### src/rtl/nnoc_pkg.sv
// Shared constants and state type for the 4x4 matmul tile sequencing logic.
package nnoc_pkg;
   localparam int N              = 4;
   localparam int FLUSH_CYCLES   = 2*N - 2;
   localparam int CAPTURE_CYCLES = 2*N - 1;
   localparam int BUF_DEPTH      = N*N;
   localparam int ROW_W          = $clog2(N);
   localparam int IDX_W          = $clog2(BUF_DEPTH);
   localparam int PH_W           = 3;

   typedef enum logic [2:0] {
      ST_IDLE,
      ST_CLEAR,
      ST_FEED,
      ST_FLUSH,
      ST_CAPTURE,
      ST_DRAIN
   } drain_state_t;

   // Transposed order is 4*(i mod 4) + i/4, which is a swap of the two index halves.
   function automatic logic [IDX_W-1:0] drain_index(input logic [IDX_W-1:0] i, input logic tr);
      return tr ? {i[ROW_W-1:0], i[IDX_W-1:ROW_W]} : i;
   endfunction
endpackage

### src/rtl/result_capture_bank.sv
// 16-entry result register file: one write port per array column, one indexed read.
module result_capture_bank
   import nnoc_pkg::*;
#(
   parameter int ACCUMULATE = 32
) (
   input  logic                           clk,
   input  logic                           reset,
   input  logic [N-1:0]                   wr_en,
   input  logic [N-1:0][ROW_W-1:0]        wr_row,
   input  logic [N-1:0][ACCUMULATE-1:0]   wr_data,
   input  logic [IDX_W-1:0]               rd_idx,
   output logic [ACCUMULATE-1:0]          rd_data
);

   logic [ACCUMULATE-1:0] mem [BUF_DEPTH];

   // Column c owns entries 4c..4c+3, so parallel writes never collide.
   always_ff @(posedge clk) begin
      if (reset) begin
         mem <= '{default: '0};
      end else begin
         for (int c = 0; c < N; c++) begin
            if (wr_en[c]) mem[{ROW_W'(c), wr_row[c]}] <= wr_data[c];
         end
      end
   end

   assign rd_data = mem[rd_idx];

endmodule

### src/rtl/result_drain_ctrl.sv
// Tile sequencer: clear, feed, flush the skew, capture skewed columns, drain as a stream.
module result_drain_ctrl
   import nnoc_pkg::*;
#(
   parameter int ACCUMULATE = 32,
   parameter int KW         = 8
) (
   input  logic                           clk,
   input  logic                           reset,
   input  logic                           start,
   input  logic [KW-1:0]                  k_len,
   input  logic                           transpose_out,
   input  logic [N-1:0][ACCUMULATE-1:0]   col_data,
   output logic                           array_clear,
   output logic                           feed_en,
   output logic                           busy,
   output logic [ACCUMULATE-1:0]          out_data,
   output logic [IDX_W-1:0]               out_idx,
   output logic                           out_valid,
   input  logic                           out_ready,
   output logic                           done
);

   drain_state_t            state, state_nxt;
   logic [KW-1:0]           feed_cnt;
   logic [PH_W-1:0]         phase_cnt;
   logic [IDX_W-1:0]        drain_cnt;
   logic                    tr_q;
   logic                    done_q;
   logic [N-1:0]            wr_en;
   logic [N-1:0][ROW_W-1:0] wr_row;
   logic [IDX_W-1:0]        rd_idx;
   logic [ACCUMULATE-1:0]   rd_data;
   logic                    accept;

   assign accept = start && (k_len != '0);

   always_ff @(posedge clk) begin
      if (reset) begin
         state     <= ST_IDLE;
         feed_cnt  <= '0;
         phase_cnt <= '0;
         drain_cnt <= '0;
         tr_q      <= 1'b0;
         done_q    <= 1'b0;
      end else begin
         state  <= state_nxt;
         done_q <= 1'b0;
         case (state)
            ST_IDLE: begin
               if (accept) begin
                  feed_cnt <= k_len;
                  tr_q     <= transpose_out;
               end
            end
            ST_FEED:    feed_cnt <= feed_cnt - 1'b1;
            // Flush and capture share one phase counter; it restarts at each phase boundary.
            ST_FLUSH:   phase_cnt <= (phase_cnt == PH_W'(FLUSH_CYCLES - 1)) ? '0 : phase_cnt + 1'b1;
            ST_CAPTURE: phase_cnt <= (phase_cnt == PH_W'(CAPTURE_CYCLES - 1)) ? '0 : phase_cnt + 1'b1;
            ST_DRAIN: begin
               if (out_ready) begin
                  drain_cnt <= drain_cnt + 1'b1;
                  if (drain_cnt == IDX_W'(BUF_DEPTH - 1)) done_q <= 1'b1;
               end
            end
            default: ;
         endcase
      end
   end

   always_comb begin
      state_nxt   = state;
      array_clear = 1'b0;
      feed_en     = 1'b0;
      out_valid   = 1'b0;
      case (state)
         ST_IDLE:    if (accept) state_nxt = ST_CLEAR;
         ST_CLEAR: begin
            array_clear = 1'b1;
            state_nxt   = ST_FEED;
         end
         ST_FEED: begin
            feed_en = 1'b1;
            if (feed_cnt == KW'(1)) state_nxt = ST_FLUSH;
         end
         ST_FLUSH:   if (phase_cnt == PH_W'(FLUSH_CYCLES - 1)) state_nxt = ST_CAPTURE;
         ST_CAPTURE: if (phase_cnt == PH_W'(CAPTURE_CYCLES - 1)) state_nxt = ST_DRAIN;
         ST_DRAIN: begin
            out_valid = 1'b1;
            if (out_ready && drain_cnt == IDX_W'(BUF_DEPTH - 1)) state_nxt = ST_IDLE;
         end
         default:    state_nxt = ST_IDLE;
      endcase
   end

   // Column c carries result row t-c while c <= t <= c+3 of the capture window.
   always_comb begin
      wr_en  = '0;
      wr_row = '0;
      for (int c = 0; c < N; c++) begin
         if (state == ST_CAPTURE && phase_cnt >= PH_W'(c) && phase_cnt <= PH_W'(c + N - 1)) begin
            wr_en[c]  = 1'b1;
            wr_row[c] = ROW_W'(phase_cnt - PH_W'(c));
         end
      end
   end

   assign rd_idx   = drain_index(drain_cnt, tr_q);
   assign out_idx  = (state == ST_DRAIN) ? rd_idx : '0;
   assign out_data = (state == ST_DRAIN) ? rd_data : '0;
   assign busy     = (state != ST_IDLE);
   assign done     = done_q;

   result_capture_bank #(
      .ACCUMULATE (ACCUMULATE)
   ) u_bank (
      .clk     (clk),
      .reset   (reset),
      .wr_en   (wr_en),
      .wr_row  (wr_row),
      .wr_data (col_data),
      .rd_idx  (rd_idx),
      .rd_data (rd_data)
   );

endmodule

### config.mk
export PLATFORM = sky130hd
export DESIGN_NAME = result_drain_ctrl
export DESIGN_NICKNAME = d
export VERILOG_FILES = /design/src/rtl/nnoc_pkg.sv /design/src/rtl/result_capture_bank.sv /design/src/rtl/result_drain_ctrl.sv
export SDC_FILE = /design/constraint.sdc
export NUM_CORES = 1
export LEC_CHECK = 0
export ABC_AREA = 1
export CORE_AREA = 2 2 265 267
export DETAILED_ROUTE_END_ITERATION = 8
export DIE_AREA = 0 0 267 269
export PLACE_DENSITY = 0.66
export REMOVE_ABC_BUFFERS = 1
export SYNTH_ARGS = -nofsm -noshare
export SYNTH_HDL_FRONTEND = slang
export SYNTH_SLANG_ARGS = --single-unit
### constraint.sdc
create_clock -name clk -period 2.45 [get_ports clk]
set_input_delay 0.245 -clock clk [delete_from_list [all_inputs] [get_ports clk]]
set_output_delay 0.245 -clock clk [all_outputs]
set_load 0.05 [all_outputs]
==> flow_summary.toml <==
[outcome]
result_of_the_run = "finished, violations left"
failed_checks = "setup timing"

[clock_tree]
cts_num_sinks = 532
clock_latency_of_the_later_clocked_register_in_the_worst_skew_pair_ps = 620
tritoncts = "yes"
worst_setup_hold_path_clk_slew_ps = 60
h_tree_depth = 2
cts_made_buffers = 55
cts_root_buffer = "sky130_fd_sc_hd__clkbuf_16"
clock_path_buffers = 3

[sta]
final.min_clock_period_ps = 2710
fin_ws_ps = -256
achievable-frequency_mhz = 370
slew_headroom_pct = 32.1
setup_tns_ps = -7180
setup-violations-final = 32
grt_setup_unrepaired = "yes"
report.final.slew_viol_count = 0
max_slew.worst_pin.slew_ps = 1020
hold_viol = 0
finalCritPeriodShare_pct = 110
fin_worst_skew_ps = 12.2

[critical_path]
cp-start-kind = "register"
endpoint_kind = "primary output"
timing.critical_path.mode_cell = "sky130_fd_sc_hd__nand2_2"
timing.critical_path.arrival_ps = 2460
critical_path_peak_fanout = 17
critical_path_class = "register to primary output"
critical_path.cell_chain = "nand2_2 -> nand2_8 -> inv_16 -> buf_16 -> buf_12 -> nand2_1 -> nand3_1 -> nand3_1 -> nand2_2 -> nand2_1 -> nand2_2 -> buf_12"
critical-path-top-delay-family = "simple AND/OR/NAND/NOR gates"
timing.critical_path.buf_inv = 4
slowest_cell_on_crit_path = "sky130_fd_sc_hd__dfxtp_4"
ff2ff_setup_slack_ps = 210
critPathRequiredTime_ps = 2200
slowest_delay_ps = 360

[power_and_ir_drop]
clockPowerShare_pct = 35.3
power.share.combinational_pct = 26.1
worst_ir_drop_vdd_mv = 0.505
switching_share_pct = 33.1
power.density_cell_area_nw_per_um2 = 766
power.share.sequential_pct = 38.6
leakage_nw = 10.9
power.internal_w = 0.0162
power.switching_w = 0.00804
power.total_w = 0.0243

[placement]
detailed_place.area_um2 = 27900
port-buffer-count = 181
placedCellCount = 4502
gp_congestion = 0.847
post_placement_worst_setup_slack_ps = 167
dp_hpwl_um = 53000

[drt]
routed_via_density = 5.45
iter_0_drt_violations = 2419
routed_wire_length_um = 91200
detail-route-antenna-nets = 0
1st_pass_router_iterations = 5
post_drt_wl_per_cell_um = 19.6
drc = 0
vias = 25400

[floorplanning]
fp.coreArea_um2 = 69300
ios = 182
design.die.area_um2 = 71800
die_w_um = 267
die-height_um = 269
rows = 97
initial_utilization_pct = 35.5

[yosys]
netlist-cell-type-count = 35
syn_area_um2 = 24600
synth.avg_cell_area_um2 = 6.89
synth_cells = 3571
synthesis.yosys.warnings = 0
yosysSeqAreaShare_pct = 43.3
yosys_register_bits = 532

[finish]
layout.cell_area.non_filler_um2 = 31700
nNetsFinal = 3833
fillerInstances = 6835
post_route_cells_drive_above_1_share_pct = 12.7
syn_to_final_growth_pct = 28.8
instances_no_fill = 4667

[global_routing]
antenna_found_initial = 11
grt_use_total_pct = 24.7
grt_pass1_vias = 23400
overflow = 0
global_route_wire_length_before_repair_um = 139000
grt_start_max_net_pins = 192

[run]
maxCapViolations = 0

[min_path]
hold_path.class = "primary input to register"
==> path summary, 6_finish.rpt <==
check | start | to | depth (start not counted)
max | tr_q$_SDFFE_PP0P_ | out_data[24] | 12
min | col_data[84] | u_bank.mem[244]$_SDFFE_PP0P_ | 3
max reg2reg | phase_cnt[1]$_SDFFE_PP0N_ | u_bank.mem[345]$_SDFFE_PP0P_ | 8
min reg2reg | u_bank.mem[474]$_SDFFE_PP0P_ | u_bank.mem[474]$_SDFFE_PP0P_ | 2
==> power groups by stage <==
stage / clock network, W / logic (W) / registers, W
global placement: 0 / 0.00538 / 0.00953
global route: 0.00901 / 0.00674 / 0.00941
finish: 0.00858 / 0.00634 / 0.00936
floorplan: 0 / 0.00284 / 0.00954
CTS: 0.00867 / 0.00612 / 0.00935
detailed placement: 0 / 0.00542 / 0.00954
==> cell type report <==
type,instances,area [um^2],share of cell area [%]
Sequential cell,532,10700,33.6
Antenna cell,5,12.5,0.0395
Inverter,198,798,2.52
Clock inverter,13,165,0.521
Clock buffer,81,1650,5.19
Multi-Input combinational cell,2536,12300,38.8
Tap cell,940,1180,3.71
Timing Repair Buffer,362,4940,15.6
==> cells in the mapped netlist (all sizes together) <==
cell type / count / area (um^2)
o21ai: 233 / 1180
nor4: 1 / 6.26
clkinv: 1 / 3.75
nand4: 66 / 413
a211oi: 1 / 7.51
ha: 7 / 87.6
buf: 149 / 880
inv: 197 / 739
and3: 1 / 6.26
dfxtp: 532 / 10700
or2: 1 / 6.26
nand3: 518 / 2600
nor3: 37 / 206
a21oi: 529 / 2660
o211ai: 63 / 473
nor3b: 1 / 7.51
nor2: 78 / 325
clkbuf: 157 / 589
a31oi: 1 / 6.26
nand2: 998 / 3760
==> sequential cells by signal (all words and copies together), names as in the netlist <==
name,flops
done,1
drain_cnt,4
feed_cnt,8
phase_cnt,3
state,3
tr_q,1
u_bank.mem,512
==> layer usage <==
layer  GRT usage, %  share of wire, %  vias up
met5              0             0.081        -
met4           11.3               4.6       12
met3           4.15               7.6      236
met2           41.0                47     1017
met1           31.3                41    12000
li1               -                 -    12200
==> worst register-to-register path: cells and delay by family, from the launching register on <==
family                   cells  cell delay [ps]
buffers and inverters        4             1070
adder cells (fa/ha/maj)      1              360
flip-flops                   1              350
AND/OR/NAND/NOR              2              270
AO/OA/AOI/OAI                1               60
==> layout by cell type, fill, tap and decap left out, types with 5 or more instances in the layout <==
cell	n
sky130_fd_sc_hd__a21oi_1	520
sky130_fd_sc_hd__a21oi_2	7
sky130_fd_sc_hd__buf_12	83
sky130_fd_sc_hd__buf_16	27
sky130_fd_sc_hd__buf_4	78
sky130_fd_sc_hd__buf_6	11
sky130_fd_sc_hd__buf_8	10
sky130_fd_sc_hd__clkbuf_1	11
sky130_fd_sc_hd__clkbuf_16	62
sky130_fd_sc_hd__clkbuf_8	13
sky130_fd_sc_hd__clkdlybuf4s50_1	140
sky130_fd_sc_hd__clkinv_2	9
sky130_fd_sc_hd__dfxtp_1	527
sky130_fd_sc_hd__diode_2	5
sky130_fd_sc_hd__ha_1	7
sky130_fd_sc_hd__inv_1	182
sky130_fd_sc_hd__inv_2	9
sky130_fd_sc_hd__nand2_1	914
sky130_fd_sc_hd__nand2_2	72
sky130_fd_sc_hd__nand2_4	12
sky130_fd_sc_hd__nand3_1	480
sky130_fd_sc_hd__nand3_2	37
sky130_fd_sc_hd__nand4_1	66
sky130_fd_sc_hd__nor2_1	68
sky130_fd_sc_hd__nor2_4	7
sky130_fd_sc_hd__nor3_1	34
sky130_fd_sc_hd__o211ai_1	63
sky130_fd_sc_hd__o21ai_0	128
sky130_fd_sc_hd__o21ai_1	101
==> stage by stage <==
stage	hold WS, ps	utilization [%]
global route	305	45.7
detailed placement	435	40.3
CTS	276	45.3
finish	297	45.7
floorplan	314	-
global placement	431	40.3
==> what timing repair did <==
item,4_1_cts,5_1_grt
resized for setup,203,44
endpoints found under the setup margin,35,41
cloned,23,7
hold buffers,1,0
hold endpoints to repair,27,0
setup buffers,28,9
pin swaps,49,32
==> logic make-up after synthesis <==
kind of cell,count (synthesis),share of synthesized area [%]
adders and majority gates,7,0.356
and+or+nand+nor,1701,29.8
buffers and inverters,504,8.99
AOI/OAI and AO/OA,827,17.6
DFF,532,43.3
Note: power is estimated with default switching activity, not from simulation.
